===== src/rtl/minicpu_pkg.sv =====
// Shared definitions for the mini CPU front end: opcodes, instruction field
// positions, widths and the sign-magnitude immediate decoder.
package minicpu_pkg;

  localparam int REG_W   = 4;
  localparam int DATA_W  = 16;
  localparam int OPC_W   = 3;
  localparam int INSTR_W = 18;

  localparam logic [OPC_W-1:0] OP_LOAD    = 3'b000;
  localparam logic [OPC_W-1:0] OP_ADD     = 3'b001;
  localparam logic [OPC_W-1:0] OP_ADDI    = 3'b010;
  localparam logic [OPC_W-1:0] OP_SUB     = 3'b011;
  localparam logic [OPC_W-1:0] OP_SUBI    = 3'b100;
  localparam logic [OPC_W-1:0] OP_MUL     = 3'b101;
  localparam logic [OPC_W-1:0] OP_CLEAR   = 3'b110;
  localparam logic [OPC_W-1:0] OP_DISPLAY = 3'b111;

  localparam int OPC_LSB   = 15;
  localparam int RD_LSB    = 11;
  localparam int RS1_LSB   = 7;
  localparam int RS2_LSB   = 3;
  localparam int IMM_SIGN  = 6;
  localparam int IMM_MAG_W = 6;

  typedef enum logic [2:0] {
    DB_ARMING,
    DB_RELEASED,
    DB_PRESS_WAIT,
    DB_PRESSED,
    DB_RELEASE_WAIT
  } db_state_t;

  // Sign-magnitude to two's complement; a negative zero folds to 0x0000.
  function automatic logic [DATA_W-1:0] decode_imm(input logic [IMM_SIGN:0] field);
    logic [DATA_W-1:0] mag;
    mag = {{(DATA_W-IMM_MAG_W){1'b0}}, field[IMM_MAG_W-1:0]};
    return field[IMM_SIGN] ? (~mag + 1'b1) : mag;
  endfunction

endpackage


===== src/rtl/button_debouncer.sv =====
// Synchronises the active-low pushbutton and emits one clk-wide press pulse
// per accepted press, after the level has been stable long enough.
//
// state           | meaning
// ----------------+-----------------------------------------------------------
// DB_ARMING       | after reset; wait for a stable release (no press possible)
// DB_RELEASED     | button stably up; any low starts a press qualification
// DB_PRESS_WAIT   | low seen; counting stable lows, a high is a bounce
// DB_PRESSED      | press accepted and reported; wait for the button to lift
// DB_RELEASE_WAIT | high seen; counting stable highs, a low returns to PRESSED
module button_debouncer
  import minicpu_pkg::*;
#(
  parameter int DEBOUNCE_CYCLES = 500000,
  localparam int CNT_W = $clog2(DEBOUNCE_CYCLES + 1)
) (
  input  logic clk,
  input  logic rst,
  input  logic enviar,
  output logic press
);

  localparam logic [CNT_W-1:0] CNT_MAX = CNT_W'(DEBOUNCE_CYCLES);
  localparam logic [CNT_W-1:0] CNT_ONE = CNT_W'(1);

  logic             sync_1;
  logic             es;
  db_state_t        state;
  db_state_t        state_nxt;
  logic [CNT_W-1:0] count;
  logic [CNT_W-1:0] count_nxt;

  // Synchroniser idles high so a button held through reset looks released.
  always_ff @(posedge clk) begin
    if (rst) begin
      sync_1 <= 1'b1;
      es     <= 1'b1;
    end else begin
      sync_1 <= enviar;
      es     <= sync_1;
    end
  end

  always_ff @(posedge clk) begin
    if (rst) begin
      state <= DB_ARMING;
      count <= '0;
    end else begin
      state <= state_nxt;
      count <= count_nxt;
    end
  end

  always_comb begin
    state_nxt = state;
    count_nxt = count;
    press     = 1'b0;
    unique case (state)
      DB_ARMING: begin
        if (!es) begin
          count_nxt = '0;
        end else if (count == CNT_MAX) begin
          state_nxt = DB_RELEASED;
          count_nxt = '0;
        end else begin
          count_nxt = count + CNT_ONE;
        end
      end
      DB_RELEASED: begin
        if (!es) begin
          state_nxt = DB_PRESS_WAIT;
          count_nxt = CNT_ONE;
        end
      end
      DB_PRESS_WAIT: begin
        if (es) begin
          state_nxt = DB_RELEASED;
          count_nxt = '0;
        end else if (count == CNT_MAX) begin
          state_nxt = DB_PRESSED;
          count_nxt = '0;
          press     = 1'b1;
        end else begin
          count_nxt = count + CNT_ONE;
        end
      end
      DB_PRESSED: begin
        if (es) begin
          state_nxt = DB_RELEASE_WAIT;
          count_nxt = CNT_ONE;
        end
      end
      DB_RELEASE_WAIT: begin
        if (!es) begin
          state_nxt = DB_PRESSED;
          count_nxt = '0;
        end else if (count == CNT_MAX) begin
          state_nxt = DB_RELEASED;
          count_nxt = '0;
        end else begin
          count_nxt = count + CNT_ONE;
        end
      end
      default: begin
        state_nxt = DB_ARMING;
        count_nxt = '0;
      end
    endcase
  end

endmodule


===== src/rtl/instr_capture.sv =====
// Front end of the mini CPU: latches the instruction switches on each clean
// press of "enviar", decodes the fields and offers them over valid/ready.
module instr_capture
  import minicpu_pkg::*;
#(
  parameter int DEBOUNCE_CYCLES = 500000
) (
  input  logic               clk,
  input  logic               rst,
  input  logic [INSTR_W-1:0] switches,
  input  logic               enviar,
  input  logic               cpu_ready,
  output logic               instr_valid,
  output logic [OPC_W-1:0]   opcode,
  output logic [REG_W-1:0]   rd,
  output logic [REG_W-1:0]   rs1,
  output logic [REG_W-1:0]   rs2,
  output logic [DATA_W-1:0]  imm,
  output logic               overrun
);

  logic press;
  logic xfer;
  logic slot_free;

  button_debouncer #(
    .DEBOUNCE_CYCLES(DEBOUNCE_CYCLES)
  ) u_debouncer (
    .clk    (clk),
    .rst    (rst),
    .enviar (enviar),
    .press  (press)
  );

  assign xfer      = instr_valid & cpu_ready;
  // A word leaving this cycle frees the slot for a press arriving together.
  assign slot_free = ~instr_valid | cpu_ready;

  always_ff @(posedge clk) begin
    if (rst) begin
      instr_valid <= 1'b0;
      overrun     <= 1'b0;
      opcode      <= '0;
      rd          <= '0;
      rs1         <= '0;
      rs2         <= '0;
      imm         <= '0;
    end else if (press && slot_free) begin
      instr_valid <= 1'b1;
      opcode      <= switches[OPC_LSB +: OPC_W];
      rd          <= switches[RD_LSB +: REG_W];
      rs1         <= switches[RS1_LSB +: REG_W];
      rs2         <= switches[RS2_LSB +: REG_W];
      imm         <= decode_imm(switches[IMM_SIGN:0]);
    end else begin
      if (xfer) instr_valid <= 1'b0;
      if (press) overrun <= 1'b1;
    end
  end

endmodule


===== config.mk =====
export PLATFORM = sky130hd
export DESIGN_NAME = instr_capture
export DESIGN_NICKNAME = d
export VERILOG_FILES = /design/src/rtl/minicpu_pkg.sv /design/src/rtl/button_debouncer.sv /design/src/rtl/instr_capture.sv
export SDC_FILE = /design/constraint.sdc
export NUM_CORES = 1
export LEC_CHECK = 0
export CAP_MARGIN = 30
export CORE_AREA = 5 5 83 85
export DETAILED_ROUTE_END_ITERATION = 10
export DIE_AREA = 0 0 88 90
export PLACE_DENSITY = 0.8
export SLEW_MARGIN = 40
export SYNTH_ARGS = -nofsm -noshare
export SYNTH_HDL_FRONTEND = slang
export SYNTH_SLANG_ARGS = --single-unit
export TNS_END_PERCENT = 10

===== constraint.sdc =====
create_clock -name clk -period 1.8 [get_ports clk]
set_input_delay 0.18 -clock clk [delete_from_list [all_inputs] [get_ports clk]]
set_output_delay 0.18 -clock clk [all_outputs]
set_load 0.02 [all_outputs]

# --- Word level (Yosys, flattened, before mapping) ---
# Cells that the tools add are included.
totals:
  output_inout_bits: 33
  in_bits: 22
  ff_bits: 57
  wordCells: 54
classes:
  eq_ne: 9
  addsub: 2
  n_bitwise: 5
  n_reduce_logical: 7
  muxes: 20
op_table:
  columns: ["operator", "count"]
  rows:
  - ["19-bit 2-to-1 mux", 5]
  - ["19-bit one-hot mux with 4 select lines", 1]
  - ["3-bit 2-to-1 mux", 7]
  - ["19-bit by 1-bit adder with 19-bit output (second input constant)", 1]
  - ["19-bit equality test (second input constant)", 1]
  - ["16-bit by 1-bit adder with 16-bit output (second input constant)", 1]
  - ["16-bit 2-to-1 mux", 1]
  - ["6-bit NOT with 16-bit output", 1]
  - ["3-bit one-hot mux with 5 select lines", 1]
  - ["3-bit by 2-bit equality test with 1-bit output (second input constant)", 2]
  - ["1-bit 2-to-1 mux", 5]
  - ["2-bit by 1-bit != test with 1-bit output (second input constant)", 2]
  - ["2-bit AND reduction", 2]
  - ["4-bit AND reduction", 1]
  - ["3-bit by 1-bit equality test with 1-bit output (second input constant)", 1]
  - ["3-bit equality test (second input constant)", 1]
  - ["3-bit logical NOT", 1]
  - ["3-bit by 1-bit != test with 1-bit output (second input constant)", 1]
  - ["2-bit != test (second input constant)", 1]
  - ["1-bit NOT", 2]
  - ["2-bit nonzero test", 1]
  - ["2-bit OR reduction", 1]
  - ["1-bit bitwise AND", 1]
  - ["1-bit logical AND", 1]
  - ["1-bit OR", 1]

# --- Depth between registers and ports, before layout ---
# Gate-level depths: netlist of run 1.
depth:
  depth_word: 7
  ltp_mapped: 8
  ltp_nobuf: 7

# --- Cells and area by module ---
# A second synthesis of run 1 with hierarchy kept.
hier_totals:
  hier_cells: 298
  hier_area_um2: 2563.7
modules_own_cells:
  columns: ["mod", "seq_area_each_um2", "cells_each", "n_inst", "area_each_um2"]
  rows:
  - ["button_debouncer", 480.5, 155, 1, 1346.3]
  - ["instr_capture", 560.5, 143, 1, 1217.4]

# --- Least setup slack after synthesis of run 1 ---
# Ideal clock, no wire load.
synth_timing:
  path_type: "reg2reg"
  startpoint: "reg u_debouncer.state[2]"
  endpoint: "reg imm[11]"
  path_slack_ps: -31
  path_buffers: 3
  path_stages_with_launch: 8
  setup_ps: 132
  t_arrival_ps: 1699
  period_less_slack_ps: 1831
  t_required_ps: 1668
  cell_sequence: "dfxtp_1 buf_6 or3b_4 or3_1 buf_2 buf_6 o31ai_2 a21oi_1"
synth_between:
  elab_chain_len: 3
synth_lines:
  columns: ["item", "line", "text"]
  rows:
  - ["start: declaration", "button_debouncer.sv:28", "db_state_t state;"]
  - ["start signal: assignment", "button_debouncer.sv:49", "state <= state_nxt;"]
  - ["3-bit by 2-bit equality test with 1-bit output", "button_debouncer.sv:58", "unique case (state)"]
  - ["1-bit 2-to-1 mux", "button_debouncer.sv:58", null]
  - ["1-bit logical AND", "instr_capture.sv:48", "end else if (press && slot_free) begin"]
  - ["end signal: assignment", "instr_capture.sv:54", "imm <= decode_imm(switches[IMM_SIGN:0]);"]
  - ["end: declaration", "instr_capture.sv:18", "output logic [DATA_W-1:0] imm,"]
# No other way between the ends.
# A chain may end at the register's enable or synchronous reset.

# --- Worst setup path after layout of run 1 ---
layout_timing:
  startpoint: "reg u_debouncer.es"
  endpoint: "reg imm[2]"
layout_between:
  elab_chain_len: 3
layout_lines:
  columns: ["item", "line", "text"]
  rows:
  - ["start: declaration", "button_debouncer.sv:27", "logic es;"]
  - ["start signal: assignment", "button_debouncer.sv:40", "es <= sync_1;"]
  - ["1-bit 2-to-1 mux", "button_debouncer.sv:76", "if (es) begin"]
  - ["1-bit 2-to-1 mux", "button_debouncer.sv:58", null]
  - ["1-bit logical AND", "instr_capture.sv:48", null]
# No other way between the ends.

==> results of run 1 <==
[state kept, by name, indices dropped and copies added, names as in the netlist]
register / flops
u_debouncer.es: 1
imm: 11
u_debouncer.count: 19
opcode: 3
rd: 4
instr_valid: 1
overrun: 1
rs1: 4
u_debouncer.sync_1: 1
u_debouncer.state: 3
rs2: 4
[layer usage]
layer	track usage, %	up-vias	share of wire, %
li1	-	1297	-
met2	27.89	82	48
met4	6.138	0	1.3
met3	3.473	6	5.3
met5	0	-	0
met1	24.06	1269	45
[through the flow]
| step | power [mW] | setup slack (ns) |
|---|---|---|
| 2_1_floorplan | 1.290 | -0.02242 |
| 3_3_place_gp | 1.393 | 0.007135 |
| 3_5_place_dp | 1.398 | -0.05338 |
| 4_1_cts | 2.057 | 0.001946 |
| 5_1_grt | 2.132 | -0.04767 |
| 6_report | 2.044 | 0.01225 |
[Yosys cell counts (all sizes together)]
cell type	n	area [um^2]
dfxtp	52	1041
a21oi	41	205.2
o31ai	33	347.8
nand4	26	162.7
buf	24	151.4
o21ai	14	70.06
nor2	12	45.04
clkbuf	11	41.29
nand2	9	33.78
or3	8	50.05
inv	7	26.28
nand3	7	35.03
xor2	6	52.55
or4	5	37.54
and3	4	25.02
ha	4	50.05
o211ai	4	30.03
a211oi	3	22.52
and4	3	26.28
nand2b	3	18.77
nor3	3	20.02
nor4	3	18.77
xnor2	3	26.28
a31oi	2	12.51
and2	2	12.52
nor2b	2	12.51
o2111ai	2	17.52
or2	2	12.51
or3b	2	20.02
a21boi	1	7.510
a21o	1	7.510
a41oi	1	8.760
nand3b	1	7.510
nor3b	1	7.510
nor4b	1	8.760
nor4bb	1	10.01
o21a	1	7.510
o21ba	1	10.01
o311ai	1	26.28
o31a	1	8.760
o32ai	1	8.760
[layout make-up]
class,instances,area (um^2),area share [%]
timing repair buffer,92,918.4,24.72
tap,77,96.34,2.593
inverter,7,26.28,0.7073
sequential,52,1045,28.12
multi-input combinational,215,1540,41.46
clock buffer,6,72.57,1.954
clock inverter,2,16.27,0.4379
[worst register-to-register path, cell delays in order (launching register included)]
cell	delay, ns
dfxtp_1	0.36
or3b_4	0.39
or3_4	0.42
clkbuf_16	0.20
o31ai_2	0.21
a21oi_1	0.11
[logic make-up (layout without fill, tap and decap cells)]
| kind of cell | after synthesis | after routing | synth area share [%] |
|---|---|---|---|
| buffers and inverters | 42 | 107 | 7.980 |
| adder cells (fa/ha/maj) | 4 | 4 | 1.824 |
| AND/OR/NAND/NOR | 95 | 95 | 20.57 |
| AO/OA/AOI/OAI | 107 | 107 | 28.82 |
| flip-flops | 52 | 52 | 37.94 |
| XOR/XNOR | 9 | 9 | 2.873 |
[where the power goes]
part           internal (mW)  leakage [nW]  total [mW]  switching, mW
sequential              1.16         0.421        1.17        0.00830
combinational          0.110         0.772       0.209         0.0994
clock                  0.277        0.0414       0.668          0.390
total                   1.55          1.23        2.04          0.498
[what timing repair did]
item / 4_1_cts / 5_1_grt
setup endpoints to repair: 0 / 45
gates resized for setup: 0 / 15
setup buffers: 0 / 1
[placed cells by master (no fill, tap or decap), types with 3 or more instances in the layout]
master,Yosys,routed
nor2_1,12,11
and3_1,4,3
clkdlybuf4s50_1,0,54
nand2_1,9,8
and4_1,3,3
buf_4,6,31
nand4_1,26,26
a211oi_1,3,3
clkbuf_8,0,5
or4_1,5,5
inv_1,7,7
nand2b_1,3,3
o21ai_0,13,11
xor2_1,6,6
o31ai_1,13,11
dfxtp_1,52,51
or3_1,8,7
nand3_1,7,6
ha_1,4,4
buf_12,0,6
o31ai_2,20,22
o211ai_1,4,4
a21oi_1,41,41
[how the worst max path moves through the flow]
stage / start / end / cells past startpoint
CTS: u_debouncer.count[9] / u_debouncer.count[8] / 5
global route: u_debouncer.state[1] / imm[0] / 5
global placement: switches[0] / imm[4] / 7
floorplan: u_debouncer.state[2] / imm[11] / 7
finish: u_debouncer.es / imm[2] / 5
detailed placement: switches[0] / imm[4] / 7
==> results.md, run 1 <==
* TNS Setup at 0 ns
* Top fanout value on the critical path at 13
* YS warnings at 0
* Static Leak at 1.234 nW
* Slowest CP cell: or3_4
* Power per Cell Area at 550.2 nW/um^2
* WL per Instance at 15.55 um
* Critical path launch point type: register
* Max-capacitance violation count at 0
* Final Hold Vio Count at 0
* Area Growth Syn to Fin at 35.39%
* HP Start: u_debouncer.sync_1
* Delay-heaviest family, CP: simple AND/OR/NAND/NOR gates
* Root Buffer Master: clkbuf_8
* DP HPWL at ~4900 um
* Pins over their slew limit at 0
* DRC errors left at 0
* Ant diodes at 0
* Final min period at roughly 1.8 ns
* Worst-margin pin slew at 0.5236 ns
* Arr. time, crit path at approximately 2 ns
* Maximum VDD drop at 0.0004254 V
* GRT Total Usage at 17.77%
* Placed standard-cell area at 3533 um^2
* Routed Antenna Nets at 0
* Crit path required time at around 2 ns
* Skew-Pair Late Insertion Delay at 0.31 ns
* Layout cells sized above 1 at 22.46%
* DP Cell Count at roughly 440
* Fin nets at approximately 400
* Design area at about 3700 um^2
* Largest net degree at the start of global routing at 30
* Cts hold-fix bufs at 0
* CP peak stage delay at 0.42 ns
* Initial antenna violation count at 0
* Avg Inst Size Synth at 8.880 um^2
* # setup viols final at 0
* Iter 0 DRT Violations at 136
* Clock Sinks at 52
* Worst Hold Path Cells at 1
* Syn Nets at 335
* Starting Density at 44.75%
* RR Startpoint: u_debouncer.es
* Worst Clk Skew at between 0.015 and 0.02 ns
* Final Cycle Share at between 90% and 100%
* Drt pass-1 iters at 4
* FF-to-FF setup slack at ~0.012 ns
* CP endpoint kind: register
* Final WL at 7013 um
* Number of cells produced by synthesis at slightly above 300
* Wire length of the first global-routing pass at 11570 um
* RR Endpoint: imm[2]
* Die Footprint at 7920 um^2
* CP cell instances: or3b_4 -> or3_4 -> clkbuf_16 -> o31ai_2 -> a21oi_1
* Yosys reg bits at 52
* Worst Setup Path Type: register to register
* Register area share after synthesis at 37.94%
* Max clock buf depth at 2
* Worst slew margin at 64.86%
* Clock transition at path regs at 0.10 ns
* Vias in the first global route at 2474
* Via density at 5.885
* Hold_ws at 0.4209 ns
* Via count at 2654
* Fill count at 504
* R2R depth at 5
* Core ar. at 6132 um^2
* GRT overflow at 0
* Hold Path Class: register to register
* Chip Width at 88 um
* Gpl congestion at 0.8192
* Mapped Area at 2744 um^2
* Util after Layout at 60.58%
* H-tree depth at 2
* Worst hold path endpoint: u_debouncer.es
* Non-Filler Instances at 451
* Number of port buffers at 54
* Num CTS Buffers at 5
* Fmax at 0.5594 GHz
* FP Rows at 29
* Die height at 90 um
* Status: complete, no violations
* WP buf/inv at 1
* CTS tree: yes
* Yosys cell types at 49
* I/O pin total at 55
Note: power is estimated with default switching activity, not from simulation.
==> inputs of run 2 (changes only) <==
--- a/config.mk
+++ b/config.mk
@@ -6,10 +6,13 @@
 export NUM_CORES = 1
 export LEC_CHECK = 0
 export CAP_MARGIN = 30
-export CORE_AREA = 5 5 83 85
+export CELL_PAD_IN_SITES_DETAIL_PLACEMENT = 0
+export CELL_PAD_IN_SITES_GLOBAL_PLACEMENT = 1
+export CORE_AREA = 5 5 94 96
+export CTS_BUF_LIST = sky130_fd_sc_hd__clkbuf_4
 export DETAILED_ROUTE_END_ITERATION = 10
-export DIE_AREA = 0 0 88 90
-export PLACE_DENSITY = 0.8
+export DIE_AREA = 0 0 99 101
+export PLACE_DENSITY = 0.81
 export SLEW_MARGIN = 40
 export SYNTH_ARGS = -nofsm -noshare
 export SYNTH_HDL_FRONTEND = slang
==> results.md, run 2 (synthesis results as in run 1) <==
* Power per Cell Area at about 510 nW/um^2
* Pins over their slew limit at 0
* Met1 WL at around 3500 um
* Maximum VDD drop at approximately 0.00025 V
* Layout cells sized above 1 at 26.25%
* Crit path from: u_debouncer.es
* WL per Instance at 15.65 um
* Clock transition at path regs at 0.16 ns
* RR Startpoint: u_debouncer.es
* GRT overflow at 0
* Status: complete, no violations
* Static Leak at 1.257 nW
* Routed Antenna Nets at 0
* CP endpoint kind: register
* Crit path to: imm[3]
* Hold Path Class: input port to register
* Worst Clk Skew at slightly above 0.02 ns
* Largest register by flop count: u_debouncer.count
* Ant diodes at 0
* CTS tree: yes
* Worst Setup Path Type: register to register
* Crit path required time at 2.08 ns
* Fmax at 0.5709 GHz
* Commonest non-fill, non-tap cell in the layout: clkdlybuf4s50_1
* Internal power at 1.448 mW
* Arr. time, crit path at approximately 2.0 ns
* Starting Density at 34.43%
* Top Registers: u_debouncer.count x19, imm x11
* Hold_ws at 0.3448 ns
* Largest net degree at the start of global routing at 35
* FF-to-FF setup slack at 0.05 ns
* RSZ-0062 raised after global routing: true
* Iter 0 DRT Violations at 102
* Final Cycle Share at between 90% and 100%
* Clock power share at between 20% and 30%
* Top fanout value on the critical path at 26
* Via density at 5.385
* Max-capacitance violation count at 0
* Setup slack after layout at around 0.048 ns
* Wire length of the first global-routing pass at 12560 um
* Top routing layer in use: met4
* Drt pass-1 iters at 4
* Via count at 2617
* Number of port buffers at 54
* H-tree depth at 2
* Die Footprint at between 9000 and 10000 um^2
* Chip Width at 99 um
* Largest register FFs at 19
* Fin nets at 406
* Clock Sinks at 52
* Initial antenna violation count at 0
* FP Rows at 33
* Sw Ratio at approximately 26%
* Core ar. at 7969 um^2
* Die height at 101 um
* I/O pin total at between 50 and 60
* Met3 routed WL at just under 400 um
* Num CTS Buffers at 5
* Comb power frac at 11.0%
* Seq pwr share at between 60% and 70%
* Slowest CP cell: dfxtp_2
* Worst slew margin at 75.60%
* RR Endpoint: imm[3]
* DP HPWL at around 5300 um
* CP peak stage delay at just under 0.4 ns
* Worst-margin pin slew at 0.3635 ns
* Final WL at 7607 um
* GRT Total Usage at 15.02%
* DRC errors left at 0
* DR WL met2 at 3692 um
* Pre-CTS WS at -0.03257 ns
* R2R depth at 5
* Vias in the first global route at 2626
* Final min period at 1.752 ns
* Critical path launch point type: register
* Most frequent cells in the layout: clkdlybuf4s50_1, dfxtp_1, a21oi_1
* CP cell instances: or3b_4 -> or3_4 -> buf_12 -> o31ai_1 -> a21oi_1
* Skew-Pair Late Insertion Delay at 0.38 ns
* Final Hold Vio Count at 0
* Gpl congestion at 0.8166
* Area Growth Syn to Fin at 39.08%
* Root Buffer Master: clkbuf_4
* # setup viols final at 0
* Max clock buf depth at 2
* Net Sw Power at 0.4978 mW
## run 2: metrics by stage
| step | cells | area (um^2) | util [%] | power, mW | TNS, ns |
|---|---|---|---|---|---|
| floorplan | 309 | 2750 | - | 1.290 | -0.4388 |
| global placement | 476 | 3633 | 45.60 | 1.398 | -0.03149 |
| detailed placement | 476 | 3633 | 45.60 | 1.400 | -0.1094 |
| CTS | 484 | 3702 | 46.46 | 1.961 | -0.01873 |
| global route | 486 | 3816 | 47.89 | 2.040 | -0.03483 |
| finish | 486 | 3816 | 47.89 | 1.946 | 0 |
## run 2: critical path: cells and delay by family, from the launching register on
family	cells	cell delay [ns]
and+or+nand+nor	2	0.76
DFF	1	0.39
AOI/OAI and AO/OA	2	0.30
buffers and inverters	1	0.18
## run 2: timing repair
item,CTS,global route
endpoints found under the setup margin,20,42
endpoints found under the hold margin,0,0
resized for setup,2,27
setup buffers,0,2
hold buffers,0,0
pin swaps,0,4
## run 2: final cells by class
type / instances / area (um^2)
fillers: 778 / 4153
multi-input cells: 215 / 1570
flip-flops and latches: 52 / 1050
repair buffers: 99 / 977.2
well taps: 105 / 131.4
clock buffers: 6 / 45.04
inverters: 7 / 26.28
clock inverters: 2 / 16.27
## run 2: worst min-delay path by stage
stage	startpoint	endpoint	slack (ns)	depth (start not counted)
after CTS	switches[8]	rs1[1]	0.33	3
after floorplan	enviar	u_debouncer.sync_1	0.28	1
final	switches[8]	rs1[1]	0.34	3
after global placement	u_debouncer.sync_1	u_debouncer.es	0.41	1
after global routing	switches[8]	rs1[1]	0.33	3
after detailed placement	u_debouncer.sync_1	u_debouncer.es	0.40	1
## run 2: power groups by stage
stage | clock network, mW | logic, mW | registers (mW)
finish | 0.559 | 0.215 | 1.17
global route | 0.628 | 0.238 | 1.17
CTS | 0.584 | 0.206 | 1.17
detailed placement | 0 | 0.205 | 1.20
global placement | 0 | 0.202 | 1.20
floorplan | 0 | 0.0955 | 1.19
## run 2: per-layer routing
| layer | GRT usage (%) | up-vias |
|---|---|---|
| met5 | 0 | - |
| met4 | 3.571 | 0 |
| met3 | 3.322 | 4 |
| met2 | 25.10 | 60 |
| met1 | 19.72 | 1245 |
| li1 | - | 1308 |
